### src/rtl/kbd_mouse_pkg.sv
// Shared encodings for the keyboard/mouse byte stream coming from the SPI user-I/O receiver.
package kbd_mouse_pkg;

   localparam int KM_DATA_W = 8;

   typedef enum logic [1:0] {
      KMT_MOUSE_X = 2'd0,
      KMT_MOUSE_Y = 2'd1,
      KMT_KEY     = 2'd2,
      KMT_OSD     = 2'd3
   } kbd_mouse_type_t;

endpackage

### src/rtl/kbd_fifo.sv
// First-word-fall-through keycode FIFO; pointers carry one extra wrap bit to tell full from empty.
module kbd_fifo #(
   parameter int DEPTH = 8,
   parameter int WIDTH = 8
) (
   input  logic                       clk_i,
   input  logic                       rst_i,
   input  logic                       push_i,
   input  logic [WIDTH-1:0]           din_i,
   input  logic                       pop_i,
   output logic [WIDTH-1:0]           dout_o,
   output logic                       empty_o,
   output logic                       full_o,
   output logic [$clog2(DEPTH):0]     level_o
);

   localparam int AW = $clog2(DEPTH);

   logic [WIDTH-1:0] mem_q [DEPTH];
   logic [AW:0]      wr_ptr_q, wr_ptr_d;
   logic [AW:0]      rd_ptr_q, rd_ptr_d;
   logic             pop_ok;
   logic             push_ok;

   assign empty_o = (wr_ptr_q == rd_ptr_q);
   assign full_o  = (wr_ptr_q[AW] != rd_ptr_q[AW]) && (wr_ptr_q[AW-1:0] == rd_ptr_q[AW-1:0]);
   assign level_o = wr_ptr_q - rd_ptr_q;

   // A full FIFO still accepts a push when the head leaves in the same cycle.
   assign pop_ok  = pop_i && !empty_o;
   assign push_ok = push_i && (!full_o || pop_ok);

   // Head is forced to zero while empty so the output has a defined reset value.
   assign dout_o  = empty_o ? '0 : mem_q[rd_ptr_q[AW-1:0]];

   always_comb begin
      wr_ptr_d = wr_ptr_q;
      rd_ptr_d = rd_ptr_q;
      if (push_ok) wr_ptr_d = wr_ptr_q + 1'b1;
      if (pop_ok)  rd_ptr_d = rd_ptr_q + 1'b1;
   end

   always_ff @(posedge clk_i or posedge rst_i) begin
      if (rst_i) begin
         wr_ptr_q <= '0;
         rd_ptr_q <= '0;
      end else begin
         wr_ptr_q <= wr_ptr_d;
         rd_ptr_q <= rd_ptr_d;
      end
   end

   always_ff @(posedge clk_i) begin
      if (push_ok) mem_q[wr_ptr_q[AW-1:0]] <= din_i;
   end

endmodule

### src/rtl/kbd_mouse_router.sv
// Turns the keyboard/mouse byte stream into mouse position counters, button state,
// a buffered keycode queue and an OSD keycode strobe.
module kbd_mouse_router
   import kbd_mouse_pkg::*;
#(
   parameter int DEPTH = 8
) (
   input  logic                       clk_sys,
   input  logic                       reset,
   input  logic                       kbd_mouse_strobe,
   input  logic [1:0]                 kbd_mouse_type,
   input  logic [7:0]                 kbd_mouse_data,
   input  logic [2:0]                 mouse_buttons,
   output logic [15:0]                mouse_dat,
   output logic [2:0]                 mouse_btn,
   output logic                       kbd_valid,
   output logic [7:0]                 kbd_code,
   input  logic                       kbd_ack,
   output logic [$clog2(DEPTH):0]     kbd_level,
   output logic                       kbd_overflow,
   input  logic                       ovf_clr,
   output logic                       osd_strobe,
   output logic [7:0]                 osd_code
);

   kbd_mouse_type_t         type_w;
   logic                    x_stb, y_stb, key_stb, osd_stb;
   logic                    fifo_empty, fifo_full, pop_ok, drop;
   logic signed [7:0]       delta_w;
   logic signed [7:0]       xcount_q, xcount_d;
   logic signed [7:0]       ycount_q, ycount_d;
   logic [KM_DATA_W-1:0]    osd_code_q, osd_code_d;
   logic                    osd_strobe_q;
   logic [2:0]              mouse_btn_q;
   logic                    ovf_q, ovf_d;

   assign type_w  = kbd_mouse_type_t'(kbd_mouse_type);
   assign x_stb   = kbd_mouse_strobe && (type_w == KMT_MOUSE_X);
   assign y_stb   = kbd_mouse_strobe && (type_w == KMT_MOUSE_Y);
   assign key_stb = kbd_mouse_strobe && (type_w == KMT_KEY);
   assign osd_stb = kbd_mouse_strobe && (type_w == KMT_OSD);
   assign delta_w = signed'(kbd_mouse_data);

   assign pop_ok  = kbd_ack && kbd_valid;
   assign drop    = key_stb && fifo_full && !pop_ok;

   kbd_fifo #(
      .DEPTH (DEPTH),
      .WIDTH (KM_DATA_W)
   ) u_fifo (
      .clk_i   (clk_sys),
      .rst_i   (reset),
      .push_i  (key_stb),
      .din_i   (kbd_mouse_data),
      .pop_i   (kbd_ack),
      .dout_o  (kbd_code),
      .empty_o (fifo_empty),
      .full_o  (fifo_full),
      .level_o (kbd_level)
   );

   assign kbd_valid = !fifo_empty;

   // Counters wrap modulo 256 like the Amiga JOYxDAT counters; no saturation.
   always_comb begin
      xcount_d   = xcount_q;
      ycount_d   = ycount_q;
      osd_code_d = osd_code_q;
      if (x_stb)   xcount_d   = xcount_q + delta_w;
      if (y_stb)   ycount_d   = ycount_q + delta_w;
      if (osd_stb) osd_code_d = kbd_mouse_data;
      // A new drop outranks a clear in the same cycle.
      if (drop)         ovf_d = 1'b1;
      else if (ovf_clr) ovf_d = 1'b0;
      else              ovf_d = ovf_q;
   end

   always_ff @(posedge clk_sys or posedge reset) begin
      if (reset) begin
         xcount_q     <= '0;
         ycount_q     <= '0;
         osd_code_q   <= '0;
         osd_strobe_q <= 1'b0;
         mouse_btn_q  <= '0;
         ovf_q        <= 1'b0;
      end else begin
         xcount_q     <= xcount_d;
         ycount_q     <= ycount_d;
         osd_code_q   <= osd_code_d;
         osd_strobe_q <= osd_stb;
         mouse_btn_q  <= mouse_buttons;
         ovf_q        <= ovf_d;
      end
   end

   assign mouse_dat    = {ycount_q, xcount_q};
   assign mouse_btn    = mouse_btn_q;
   assign kbd_overflow = ovf_q;
   assign osd_strobe   = osd_strobe_q;
   assign osd_code     = osd_code_q;

endmodule

### config.mk
export PLATFORM = sky130hd
export DESIGN_NAME = kbd_mouse_router
export DESIGN_NICKNAME = d
export VERILOG_FILES = /design/src/rtl/kbd_mouse_pkg.sv /design/src/rtl/kbd_fifo.sv /design/src/rtl/kbd_mouse_router.sv
export SDC_FILE = /design/constraint.sdc
export NUM_CORES = 1
export LEC_CHECK = 0
export BUFFER_PORTS_ARGS = -buffer_cell sky130_fd_sc_hd__buf_2
export CAP_MARGIN = 10
export CORE_MARGIN = 4
export CORE_UTILIZATION = 48
export DETAILED_ROUTE_END_ITERATION = 12
export GPL_TIMING_DRIVEN = 0
export PLACE_DENSITY = 0.78
export SETUP_SLACK_MARGIN = 0.02
export SYNTH_ARGS = -nofsm -noshare
export SYNTH_HDL_FRONTEND = slang
export SYNTH_HIERARCHICAL = 1
export SYNTH_SLANG_ARGS = --single-unit
### constraint.sdc
create_clock -name clk_sys -period 2.6 [get_ports clk_sys]
set_input_delay 0 -clock clk_sys [delete_from_list [all_inputs] [get_ports clk_sys]]
set_output_delay 0 -clock clk_sys [all_outputs]
set_load 0.01 [all_outputs]
## Yosys cells after proc, flatten, opt, wreduce, memory -nomap -nowiden

Memory sizes are Yosys's and may differ from the RTL's.
Index checks and enable logic that the tools add are counted.

- Output and inout port bits: 42
- Input port bits: 18
- Memories: 1
- Bits in writable memories: 64
- Bits in registers: 37
- Word-level logic and storage cells: 40

- $add $sub $neg: 5
- Muxes and demuxes: 5
- Equality and inequality tests: 6
- Reductions and logical operators: 15

Memories:

| name | depth | bits a word | read ports | clocked after Yosys merged registers in | wr ports | RTL line | text |
|---|---|---|---|---|---|---|---|
| u_fifo.mem_q | 8 | 8 | 1 | 0 | 1 | kbd_fifo.sv:19 | `logic [WIDTH-1:0] mem_q [DEPTH];` |

Operators with widths:

| operator | number |
|---|---|
| 8-bit adder | 2 |
| 1-bit logical AND | 9 |
| 4-bit by 1-bit adder with 4-bit output (second input constant) | 2 |
| 8-bit two-way mux | 1 |
| 2-bit equality test (second input constant) | 2 |
| 4-bit equality test | 1 |
| 1-bit two-way mux | 4 |
| 4-bit subtractor | 1 |
| 3-bit equality test | 1 |
| 1-bit zero test | 3 |
| 2-bit by 1-bit equality test with 1-bit output (second input constant) | 1 |
| 2-bit zero test | 1 |
| 2-bit nonzero test | 1 |
| 1-bit logical OR | 1 |
| 1-bit inequality test | 1 |

## Logic depth before layout (Yosys ltp)

Gate-level depths: netlist of run 1.

- Depth in word-level cells: 7
- Gate-level depth with buffers: 13
- Depth with buffers taken out: 9

## Cells and area by module

Netlist of run 1, hierarchy kept.

By module, submodules not included:

| module | times used | cells each | area an instance (µm²) |
|---|---|---|---|
| kbd_fifo | 1 | 191 | 3044.2 |
| kbd_mouse_router | 1 | 174 | 1727.9 |

## Worst setup path after synthesis of run 1

OpenSTA, ideal clock, no wires.

- Path type: register to register
- Start: register u_fifo.rd_ptr_q[1]
- End: memory u_fifo.mem_q[1][0], enable pin
- Library setup time: 395 ps
- Slack: -177 ps
- Arrival time: 2382 ps
- Stages on the path, launching flop included: 9
- Cells stage by stage: dfrtp_1 buf_4 buf_6 buf_4 inv_1 ha_1 nand3_1 nor3_1 nor4_1

- Longest elaborated chain between the ends: 7
- Elaborated cells between the ends (all ways): 10
- Those cells by class: eq/ne (2); mux (2); reduce/logical (6)

RTL lines:

| element | RTL line | text |
|---|---|---|
| start, declared | kbd_fifo.sv:21 | `logic [AW:0] rd_ptr_q, rd_ptr_d;` |
| start signal, assigned | kbd_fifo.sv:49 | `rd_ptr_q <= rd_ptr_d;` |
| 4-bit equality test or 3-bit equality test (tied branches) | kbd_fifo.sv:25, kbd_fifo.sv:26 |  |
| 1-bit zero test or 1-bit logical AND (tied branches) | kbd_fifo.sv:30, kbd_fifo.sv:26 |  |
| 1-bit logical AND or 1-bit zero test (tied branches) | kbd_fifo.sv:30, kbd_fifo.sv:31 |  |
| 1-bit logical OR * | kbd_fifo.sv:31 | `assign push_ok = push_i && (!full_o \|\| pop_ok);` |
| 1-bit logical AND * | kbd_fifo.sv:31 |  |
| 1-bit two-way mux * | kbd_fifo.sv:54 | `if (push_ok) mem_q[wr_ptr_q[AW-1:0]] <= din_i;` |
| 1-bit two-way mux (implied by the code) * | kbd_fifo.sv:54 |  |
| end, declared | kbd_fifo.sv:19 |  |

Mark *: on every way between the ends. The rest lies on a longest branch, timed or not.

## Final worst setup path of run 1

- Start: register u_fifo.rd_ptr_q[1]
- End: output kbd_code[6]

- Longest elaborated chain between the ends: 2
- Elaborated cells between the ends (all ways): 3
- Those cells by class: eq/ne (1); mux (1); memory (1)

RTL lines:

| element | RTL line | text |
|---|---|---|
| memory read 8 x 8 bit or 4-bit equality test (tied branches) | n/a |  |
| 8-bit two-way mux * | kbd_fifo.sv:34 | `assign dout_o = empty_o ? '0 : mem_q[rd_ptr_q[AW-1:0]];` |
| end, declared | kbd_mouse_router.sv:17 | `output logic [7:0] kbd_code,` |

Marked as above.

==> flow_metrics.py, run 1 <==
metrics = {
    "cells_and_area": {
        "final_common_cell": "edfxtp_1",
        "antennaDiodeCount": 0,
        "syn_to_final_growth_pct": 19.2,
        "fin_area_sq_mm": 0.00569,
        "final_util_pct": 58.5,
        "drive_gt1_share_pct": 24.1,
        "multi_input_area_sq_mm": 0.00184,
        "final_nets": 491,
        "mostFrequentLayoutCells": "64 x edfxtp_1, 61 x buf_2, 37 x dfrtp_1",
        "fillers": 802,
        "regArea_sq_mm": 0.00285,
    },
    "yosys": {
        "syn_nets": 405,
        "seq_area_frac_synth_pct": 59.7,
        "synth_top_area_cell": "edfxtp_1",
        "syn_inst": 365,
        "avgSynthCellArea_sq_um": 13.1,
        "yosys-top-cells-area": "edfxtp_1 40%, dfrtp_1 19%, mux2i_1 7.1%",
        "synth.distinct_cells": 49,
        "synth_edf_count": 64,
        "ys.warnings.count": 6,
        "netlist_area_sq_mm": 0.00477,
        "synthArstFlopShare_pct": 36.6,
        "yosys_most_used_dff": "edfxtp_1",
        "yosysTopAreaCellShare_pct": 40.3,
        "yosys_register_bits": 101,
    },
    "hold_path": {
        "min_from": "kbd_mouse_data[0]",
        "hold_depth": 1,
        "holdCritPathClass": "in -> reg",
        "min_to": "u_fifo/mem_q[0][0]",
    },
    "place": {
        "gp_congestion": 0.845,
        "dpl_cell_area_sq_mm": 0.00526,
        "port_buffers": 59,
        "hpwl_um": 7010,
    },
    "global_route": {
        "antenna_found_initial": 0,
        "grt_pass1_vias": 3268,
        "grt_pass1_wl_um": 16100,
        "globalRouteTotalUtil_pct": 18.0,
        "gr-total-overflow": 0,
        "grt_max_degree": 30,
    },
    "clocking": {
        "cts_tree": "built",
        "cts_buffers": 9,
        "clkLatencyLatePin_ns": 0.36,
        "clock_path_buffers": 2,
        "cts_root_buf": "clkbuf_8",
        "h-tree-depth": 3,
        "clkTransAtPathRegs_ns": 0.10,
        "clkSinkCount": 101,
    },
    "critical_path": {
        "r2r_end": "u_fifo/mem_q[4][3]",
        "reg2regPathDepth": 7,
        "path_max_fanout": 10,
        "crit_path_start_kind": "flip-flop",
        "reg2reg_from": "u_fifo/rd_ptr_q[1]",
        "critPathSlowestCell": "dfrtp_1",
        "end_kind": "output port",
        "crit_type": "reg -> out",
        "critPathArrivalTime_ns": 2.41,
        "cp.required_ns": 2.60,
        "crit_path_max_incr_delay_ns": 0.38,
        "rrSetupSlack_ns": 0.30,
        "crit_start": "u_fifo/rd_ptr_q[1]",
        "path_cells": "buf_6 -> buf_12 -> inv_1 -> ha_1 -> nand3_2 -> nand2b_1 -> buf_4 -> nand2_1 -> a221oi_1 -> buf_2",
    },
    "power_and_ir_drop": {
        "cellPowerDensity_mw_per_mm2": 1060,
        "vdd_drop_max_mv": 0.515,
        "leakage_nw": 2.42,
    },
    "routing": {
        "route.detailed.drc": 0,
        "first_pass_iters": 4,
        "drtIter0Drc": 123,
        "vias": 3218,
        "drt_wl_total_um": 9990,
        "routedWlPerCell_um": 17.0,
        "ant_nets": 0,
        "routed_via_density": 5.46,
    },
    "sta": {
        "tightest_slew_ns": 0.850,
        "period_minus_slack_ns": 2.41,
        "rsz0062_at_grt": "false",
        "hold_violations": 0,
        "finalSetupViolCount": 0,
        "min_period_over_period_pct": 92.7,
        "relSlewSlack_pct": 43.1,
        "clock-skew-final_ns": 0.0134,
        "fmax_mhz": 415,
        "maxSlewViolCount": 0,
    },
    "floorplan": {
        "core_sq_mm": 0.00973,
        "row_count": 36,
        "start_util_pct": 49.0,
        "die_x_um": 108,
        "die_h_um": 108,
        "die_area_sq_mm": 0.0116,
        "io_pins": 60,
    },
    "status": {
        "status": "completed",
    },
    "flow_run": {
        "drv_cap": 0,
    },
}
sequential cells by signal, summed over array words and instances, names as in the netlist:
name and count:
kbd_overflow 1, mouse_btn 3, osd_code 8, osd_strobe 1
u_fifo/mem_q 64, u_fifo/rd_ptr_q 4, u_fifo/wr_ptr_q 4, xcount_q 8
ycount_q 8
timing repair:
| action | CTS | global route |
|---|---|---|
| endpoints found under the setup margin | 73 | 39 |
| setup buffers | 1 | 2 |
| endpoints found under the hold margin | 66 | 0 |
| gates resized for setup | 9 | 4 |
| pin swaps | 0 | 0 |
| hold buffers | 11 | 0 |
worst max-delay path by stage:
stage | endpoint | cells past startpoint | slack, ns
2_1_floorplan | u_fifo/mem_q[1][0] | 8 | -0.18
3_5_place_dp | u_fifo/mem_q[3][4] | 8 | -0.58
4_1_cts | kbd_code[3] | 10 | 0.03
5_1_grt | kbd_code[6] | 10 | 0.09
6_report | kbd_code[6] | 10 | 0.19
3_3_place_gp | u_fifo/mem_q[1][5] | 8 | -0.94
cells in the mapped netlist (3+ instances only):
master and n:
a211oi_1 4, a21o_1 6, a21oi_1 5, a221oi_1 9
a22oi_1 8, a31oi_1 4, and3_1 4, buf_2 3
clkbuf_1 3, dfrtp_1 37, edfxtp_1 64, fa_1 3
ha_1 19, inv_1 19, mux2_2 6, mux2i_1 34
nand2_1 32, nand3_1 9, nor2_1 12, nor2b_1 4
nor3_1 9, nor4_1 4, o21a_1 4, o21ai_0 7
o21ai_1 7, o21bai_1 3, o31ai_1 3, xnor2_1 9
xor2_1 5
cells by family after synthesis:
group,after synthesis,share of synthesized area (%)
AND/OR/NAND/NOR,87,9.02
buffers and inverters,31,2.99
XOR/XNOR,15,2.91
multiplexers,42,9.02
AO/OA/AOI/OAI,67,10.1
adder cells (fa/ha/maj),22,6.24
flip-flops,101,59.7
area by class of cell:
cell class | count | share of cell area [%]
Clock buffer | 9 | 2.18
Buffer | 11 | 1.39
Tap cell | 133 | 2.92
Inverter | 19 | 1.25
Sequential cell | 101 | 50.0
Clock inverter | 7 | 1.54
Timing Repair Buffer | 76 | 8.27
Multi-Input combinational cell | 233 | 32.4
report_power, final:
part | internal [mW] | switching (mW) | leakage (nW)
logic | 1.27 | 1.54 | 1.28
registers | 1.95 | 0.246 | 1.03
clock network | 0.469 | 0.568 | 0.108
total | 3.69 | 2.36 | 2.42
critical path: cells and delay by family, from the launching register on:
kind            cells  cell delay (ns)
buf+inv             5             0.73
simple gates        3             0.39
flops               1             0.38
fa+ha+maj           1             0.29
compound gates      1             0.25
per-stage QoR:
step                std cells  setup WS, ns  TNS (ns)  hold slack (ns)  power, mW
global placement          557        -0.939    -29.81          -0.0344       4.78
CTS                       586        0.0349         0          0.00436       5.98
detailed placement        559        -0.576    -19.07          -0.0254       4.88
global route              589        0.0865         0          0.00143       6.43
finish                    589         0.190         0           0.0165       6.05
floorplan                 365        -0.177     -2.83           -0.184       4.03
metal layers:
layer | part of all wire [%] | wire length [um] | up-vias | global-route usage (%)
met5 | 0 | 0 | - | 0
met4 | 2.0 | 198 | 0 | 5.50
met3 | 5.7 | 567 | 15 | 4.74
met2 | 49 | 4870 | 113 | 29.7
met1 | 44 | 4350 | 1550 | 23.3
li1 | - | - | 1540 | -
No activity file was read; power rests on OpenSTA's default activity.
==> run 2, diff against run 1 <==
- SYNTH_HIERARCHICAL: 1 -> not set
==> flow_metrics.py, run 2 <==
metrics = {
    "status": {
        "status": "completed",
    },
    "sta": {
        "tightest_slew_ns": 0.784,
        "relSlewSlack_pct": 47.7,
        "maxSlewViolCount": 0,
        "hold_violations": 0,
        "min_period_over_period_pct": 94.0,
        "rsz0062_at_grt": "false",
        "fmax_mhz": 409,
        "clock-skew-final_ns": 0.0131,
        "setup_tns_ns": 0,
        "period_minus_slack_ns": 2.44,
        "finalSetupViolCount": 0,
    },
    "cells_and_area": {
        "fin_area_sq_mm": 0.00567,
        "fillers": 753,
        "antennaDiodeCount": 0,
        "regArea_sq_mm": 0.00285,
        "drive_gt1_share_pct": 29.2,
        "final_nets": 466,
        "largest_reg_flops": 64,
        "final_common_cell": "edfxtp_1",
        "syn_to_final_growth_pct": 19.9,
        "mostFrequentLayoutCells": "64 x edfxtp_1, 59 x buf_2, 37 x dfrtp_1",
        "layoutNonFillerInstCount": 560,
        "final_util_pct": 60.3,
        "multi_input_area_sq_mm": 0.00182,
    },
    "yosys": {
        "seq_area_frac_synth_pct": 60.2,
        "yosysTopAreaCellShare_pct": 40.6,
        "yosys_most_used_dff": "edfxtp_1",
        "synth.distinct_cells": 51,
        "syn_inst": 337,
        "avgSynthCellArea_sq_um": 14.0,
        "yosys-top-cells-area": "edfxtp_1 41%, dfrtp_1 20%, mux4_2 7.6%",
        "ys.warnings.count": 0,
        "syn_nets": 377,
        "synth.most_common_cell": "edfxtp_1",
        "synthArstFlopShare_pct": 36.6,
        "synth_edf_count": 64,
        "yosys_register_bits": 101,
        "netlist_area_sq_mm": 0.00473,
        "netlist_top_cells_count": "64 x edfxtp_1, 37 x dfrtp_1, 35 x nand2_1",
        "synth_top_area_cell": "edfxtp_1",
    },
    "place": {
        "port_buffers": 59,
        "gp_congestion": 0.783,
        "hpwl_um": 6800,
        "dpl_cell_area_sq_mm": 0.00520,
        "post-place-cells": 525,
    },
    "routing": {
        "first_pass_iters": 4,
        "drtIter0Drc": 121,
        "routed_via_density": 5.45,
        "vias": 3051,
        "routedWlPerCell_um": 17.4,
        "drt_wl_total_um": 9770,
        "ant_nets": 0,
        "route.detailed.drc": 0,
    },
    "critical_path": {
        "reg2regPathDepth": 7,
        "path_buf_inv": 2,
        "path_max_fanout": 9,
        "crit_path_start_kind": "flip-flop",
        "crit_type": "reg -> reg",
        "critPathSlowestCell": "ha_1",
        "path_delay_family": "simple AND/OR/NAND/NOR gates",
        "rrSetupSlack_ns": 0.16,
        "r2r_end": "u_fifo.mem_q[2][0]",
        "crit_path_max_incr_delay_ns": 0.46,
        "cp.required_ns": 2.69,
        "end_kind": "flip-flop",
        "path_cells": "clkinv_1 -> ha_1 -> nand3_1 -> o311ai_4 -> or2_4 -> nor3_4 -> buf_12",
        "critPathArrivalTime_ns": 2.53,
        "reg2reg_from": "u_fifo.rd_ptr_q[2]",
    },
    "power_and_ir_drop": {
        "p_int_mw": 3.66,
        "combPwrFrac_pct": 45.8,
        "swShare_pct": 37.9,
        "clockPowerShare_pct": 17.3,
        "leakage_nw": 2.30,
        "power.switching_mw": 2.24,
        "vdd_drop_max_mv": 0.559,
        "p_total_mw": 5.90,
        "cellPowerDensity_mw_per_mm2": 1040,
        "seq_power_share_pct": 36.9,
    },
    "floorplan": {
        "die_x_um": 107,
        "io_pins": 60,
        "row_count": 35,
        "die_h_um": 107,
        "start_util_pct": 50.2,
        "core_sq_mm": 0.00942,
        "die_area_sq_mm": 0.0115,
    },
    "global_route": {
        "grt_use_met1_pct": 22.4,
        "use_met3_pct": 4.50,
        "busiest_layer": "met2",
        "grtUsageMet2_pct": 30.3,
        "grt_pass1_wl_um": 15600,
        "gr-total-overflow": 0,
        "grt_pass1_vias": 3142,
        "antenna_found_initial": 0,
        "grt_max_degree": 38,
        "globalRouteTotalUtil_pct": 17.8,
    },
    "clocking": {
        "clkTransAtPathRegs_ns": 0.10,
        "cts_root_buf": "clkbuf_8",
        "h-tree-depth": 3,
        "clkSinkCount": 101,
        "cts_buffers": 9,
        "clkLatencyLatePin_ns": 0.36,
        "cts_tree": "built",
        "clock_path_buffers": 2,
    },
    "flow_run": {
        "drv_cap": 0,
    },
    "hold_path": {
        "min_to": "osd_code[2]",
        "holdCritPathClass": "in -> reg",
        "min_from": "kbd_mouse_strobe",
        "hold_depth": 3,
    },
}
run 2: repair_timing:
item	CTS	global route
hold endpoints to repair	94	4
pin swaps	3	0
hold buffers	15	1
setup endpoints to repair	64	28
gates cloned	0	0
resized for setup	16	1
buffers inserted	2	1
run 2: per-layer routing:
metal / share of wire [%] / vias up
li1: - / 1438
met1: 42 / 1498
met2: 50 / 97
met3: 5.9 / 18
met4: 1.8 / 0
met5: 0 / -
run 2: how the worst max path moves through the flow:
stage | start | to | slack, ns | depth (start not counted)
after global placement | u_fifo.rd_ptr_q[1] | u_fifo.mem_q[3][0] | -0.36 | 8
after CTS | u_fifo.rd_ptr_q[1] | u_fifo.mem_q[2][0] | 0.09 | 9
after detailed placement | u_fifo.rd_ptr_q[1] | u_fifo.mem_q[3][3] | -0.50 | 8
after floorplan | u_fifo.rd_ptr_q[1] | u_fifo.mem_q[3][0] | 0.14 | 8
after global routing | u_fifo.rd_ptr_q[2] | u_fifo.mem_q[2][2] | 0.06 | 7
final | u_fifo.rd_ptr_q[2] | u_fifo.mem_q[2][0] | 0.16 | 7
run 2: power groups by stage:
stage               Clock [mW]  Combinational [mW]  Sequential [mW]
global placement             0                2.54             2.19
finish                    1.02                2.70             2.18
floorplan                    0                1.79             2.23
CTS                       1.05                2.71             2.18
global route              1.12                2.99             2.21
detailed placement           0                2.62             2.20
run 2: logic make-up (layout without fill, tap and decap cells):
family / Yosys count / after routing / synth area share, %
adders and majority gates: 22 / 22 / 6.30
buffers and inverters: 28 / 122 / 2.72
and+or+nand+nor: 86 / 86 / 9.13
xor gates and xnor gates: 15 / 15 / 2.94
DFF: 101 / 101 / 60.2
AOI/OAI and AO/OA: 58 / 58 / 8.44
muxes: 27 / 27 / 10.3
run 2: worst min-delay path: stages:
cell,delay [ns]
buf_2,0.11
nand3_1,0.12
mux2_2,0.16
run 2: final cells by class:
class / instances / area share, %
plain buffers: 10 / 1.15
clock buffers: 9 / 2.18
clock inverters: 7 / 1.39
inverters: 18 / 1.28
multi-input cells: 208 / 32.1
flip-flops and latches: 101 / 50.2
well taps: 129 / 2.85
repair buffers: 78 / 8.87
run 2: metrics by stage:
step / hold slack (ns) / setup WS [ns]
after CTS: 0.00223 / 0.0905
final: 0.0519 / 0.156
after global placement: 0.110 / -0.362
after floorplan: 0.0314 / 0.139
after global routing: 0.0636 / 0.0638
after detailed placement: 0.111 / -0.496
==> run 3, diff against run 2 <==
- CORE_UTILIZATION: 48 -> 50
- PLACE_DENSITY: 0.78 -> 0.8
==> flow_metrics.py, run 3 (synthesis gave the netlist of run 2 again) <==
metrics = {
    "critical_path": {
        "end_kind": "flip-flop",
        "critPathSlowestCell": "dfrtp_1",
        "path_cells": "buf_6 -> buf_4 -> inv_1 -> ha_1 -> nand3_1 -> o311ai_4 -> or2_4 -> nor3_4 -> buf_12",
        "cp.required_ns": 2.69,
        "crit_path_max_incr_delay_ns": 0.41,
        "crit_path_start_kind": "flip-flop",
        "path_delay_family": "simple AND/OR/NAND/NOR gates",
        "path_max_fanout": 10,
        "path_buf_inv": 4,
        "crit_type": "reg -> reg",
        "rrSetupSlack_ns": 0.11,
        "path_depth": 9,
        "reg2regPathDepth": 9,
        "critPathArrivalTime_ns": 2.58,
    },
    "clocking": {
        "clkLatencyLatePin_ns": 0.37,
        "h-tree-depth": 3,
        "clkSinkCount": 101,
        "cts_tree": "built",
        "clkTransAtPathRegs_ns": 0.10,
        "cts_buffers": 9,
        "clock_path_buffers": 2,
        "cts_root_buf": "clkbuf_8",
    },
    "cells_and_area": {
        "final_nets": 470,
        "final_common_cell": "edfxtp_1",
        "antennaDiodeCount": 0,
        "largest_reg_flops": 64,
        "mostFrequentLayoutCells": "64 x edfxtp_1, 59 x buf_2, 37 x dfrtp_1",
        "layoutNonFillerInstCount": 564,
        "syn_to_final_growth_pct": 20.1,
        "fillers": 720,
        "drive_gt1_share_pct": 30.3,
    },
    "floorplan": {
        "die_area_sq_mm": 0.0111,
        "io_pins": 60,
        "die_x_um": 105,
        "core_sq_mm": 0.00924,
        "start_util_pct": 51.2,
        "die_h_um": 105,
        "row_count": 35,
    },
    "place": {
        "hpwl_um": 6820,
        "post-place-cells": 525,
        "port_buffers": 59,
        "gp_congestion": 0.857,
    },
    "power_and_ir_drop": {
        "cellPowerDensity_mw_per_mm2": 1030,
        "leakage_nw": 2.31,
        "seq_power_share_pct": 37.2,
        "combPwrFrac_pct": 47.0,
        "swShare_pct": 38.9,
        "vdd_drop_max_mv": 0.511,
        "clockPowerShare_pct": 15.8,
        "power.switching_mw": 2.28,
        "p_int_mw": 3.58,
    },
    "sta": {
        "min_period_over_period_pct": 95.8,
        "rsz0062_at_grt": "false",
        "setup_tns_ns": 0,
        "relSlewSlack_pct": 46.4,
        "finalSetupViolCount": 0,
        "period_minus_slack_ns": 2.49,
        "hold_violations": 0,
        "fmax_mhz": 402,
        "tightest_slew_ns": 0.802,
        "maxSlewViolCount": 0,
        "clock-skew-final_ns": 0.0115,
    },
    "global_route": {
        "grt_pass1_wl_um": 16400,
        "grt_max_degree": 38,
        "antenna_found_initial": 0,
        "gr-total-overflow": 0,
        "grt_pass1_vias": 3200,
        "globalRouteTotalUtil_pct": 19.3,
    },
    "routing": {
        "first_pass_iters": 4,
        "route.detailed.drc": 0,
        "vias": 3098,
        "routed_via_density": 5.49,
        "drt_wl_total_um": 10300,
        "drtIter0Drc": 130,
        "routedWlPerCell_um": 18.3,
        "ant_nets": 0,
    },
    "flow_run": {
        "drv_cap": 0,
    },
    "status": {
        "status": "completed",
    },
    "hold_path": {
        "hold_depth": 3,
        "holdCritPathClass": "in -> reg",
    },
}
-- run 3: cell types whose count changed in the layout (fill, tap and decap cells not counted), sizes merged --
| cell | previous run | this run |
|---|---|---|
| clkinv | 3 | 5 |
| inv | 20 | 19 |
| bufinv | 1 | 0 |
| buf | 68 | 73 |
| dlygate4sd3 | 16 | 15 |
-- run 3: worst min-delay path, cell delays in order --
cell and delay, ns:
buf_2 0.11, nand3_1 0.10, mux2_2 0.16
-- run 3: metal layers --
metal  GRT usage, %  part of all wire (%)  up-vias
met5              0                     0        -
met4           5.25                   1.7        0
met3           5.27                   4.9       15
met2           33.4                    51       93
met1           24.0                    43     1546
li1               -                     -     1444
-- run 3: path summary, 6_finish.rpt --
kind,startpoint,endpoint
worst min register to register,osd_code[1],osd_code[1]
max in group asynchronous,reset,u_fifo.rd_ptr_q[0]
worst max register to register,u_fifo.rd_ptr_q[1],u_fifo.mem_q[2][3]
min in group asynchronous,reset,ycount_q[6]
worst min-delay path,kbd_mouse_strobe,osd_code[2]
worst max-delay path,u_fifo.rd_ptr_q[1],u_fifo.mem_q[2][3]
-- run 3: layout make-up --
type / instances / area [sq um] / area share [%]
inverters: 18 / 72.6 / 1.28
clock inverters: 7 / 57.6 / 1.01
flip-flops and latches: 101 / 2850 / 50.1
plain buffers: 10 / 65.1 / 1.15
repair buffers: 82 / 531 / 9.34
clock buffers: 9 / 124 / 2.18
well taps: 129 / 161 / 2.84
multi-input cells: 208 / 1820 / 32.1
-- run 3: through the flow --
stage / area [sq um] / worst slack, ns / total power [mW] / hold WS [ns] / util (%)
2_1_floorplan: 4740 / 0.139 / 4.02 / 0.0314 / -
3_3_place_gp: 5200 / -0.433 / 4.74 / 0.109 / 56.2
3_5_place_dp: 5200 / -0.503 / 4.84 / 0.110 / 56.2
4_1_cts: 5630 / 0.0609 / 5.85 / 0.00221 / 60.9
5_1_grt: 5680 / 0.00266 / 6.29 / 0.0157 / 61.5
6_report: 5680 / 0.110 / 5.87 / 0.0289 / 61.5
-- run 3: power groups by stage --
stage,logic (mW),clock network [mW],registers (mW)
floorplan,1.79,0,2.23
global placement,2.56,0,2.19
detailed placement,2.64,0,2.20
CTS,2.72,0.952,2.18
global route,3.05,1.02,2.22
finish,2.75,0.928,2.18
-- run 3: timing repair --
item	CTS	global route
pin swaps	3	3
hold buffers	14	1
hold endpoints to repair	87	6
setup endpoints to repair	65	62
buffers inserted	4	4
gates resized for setup	15	2
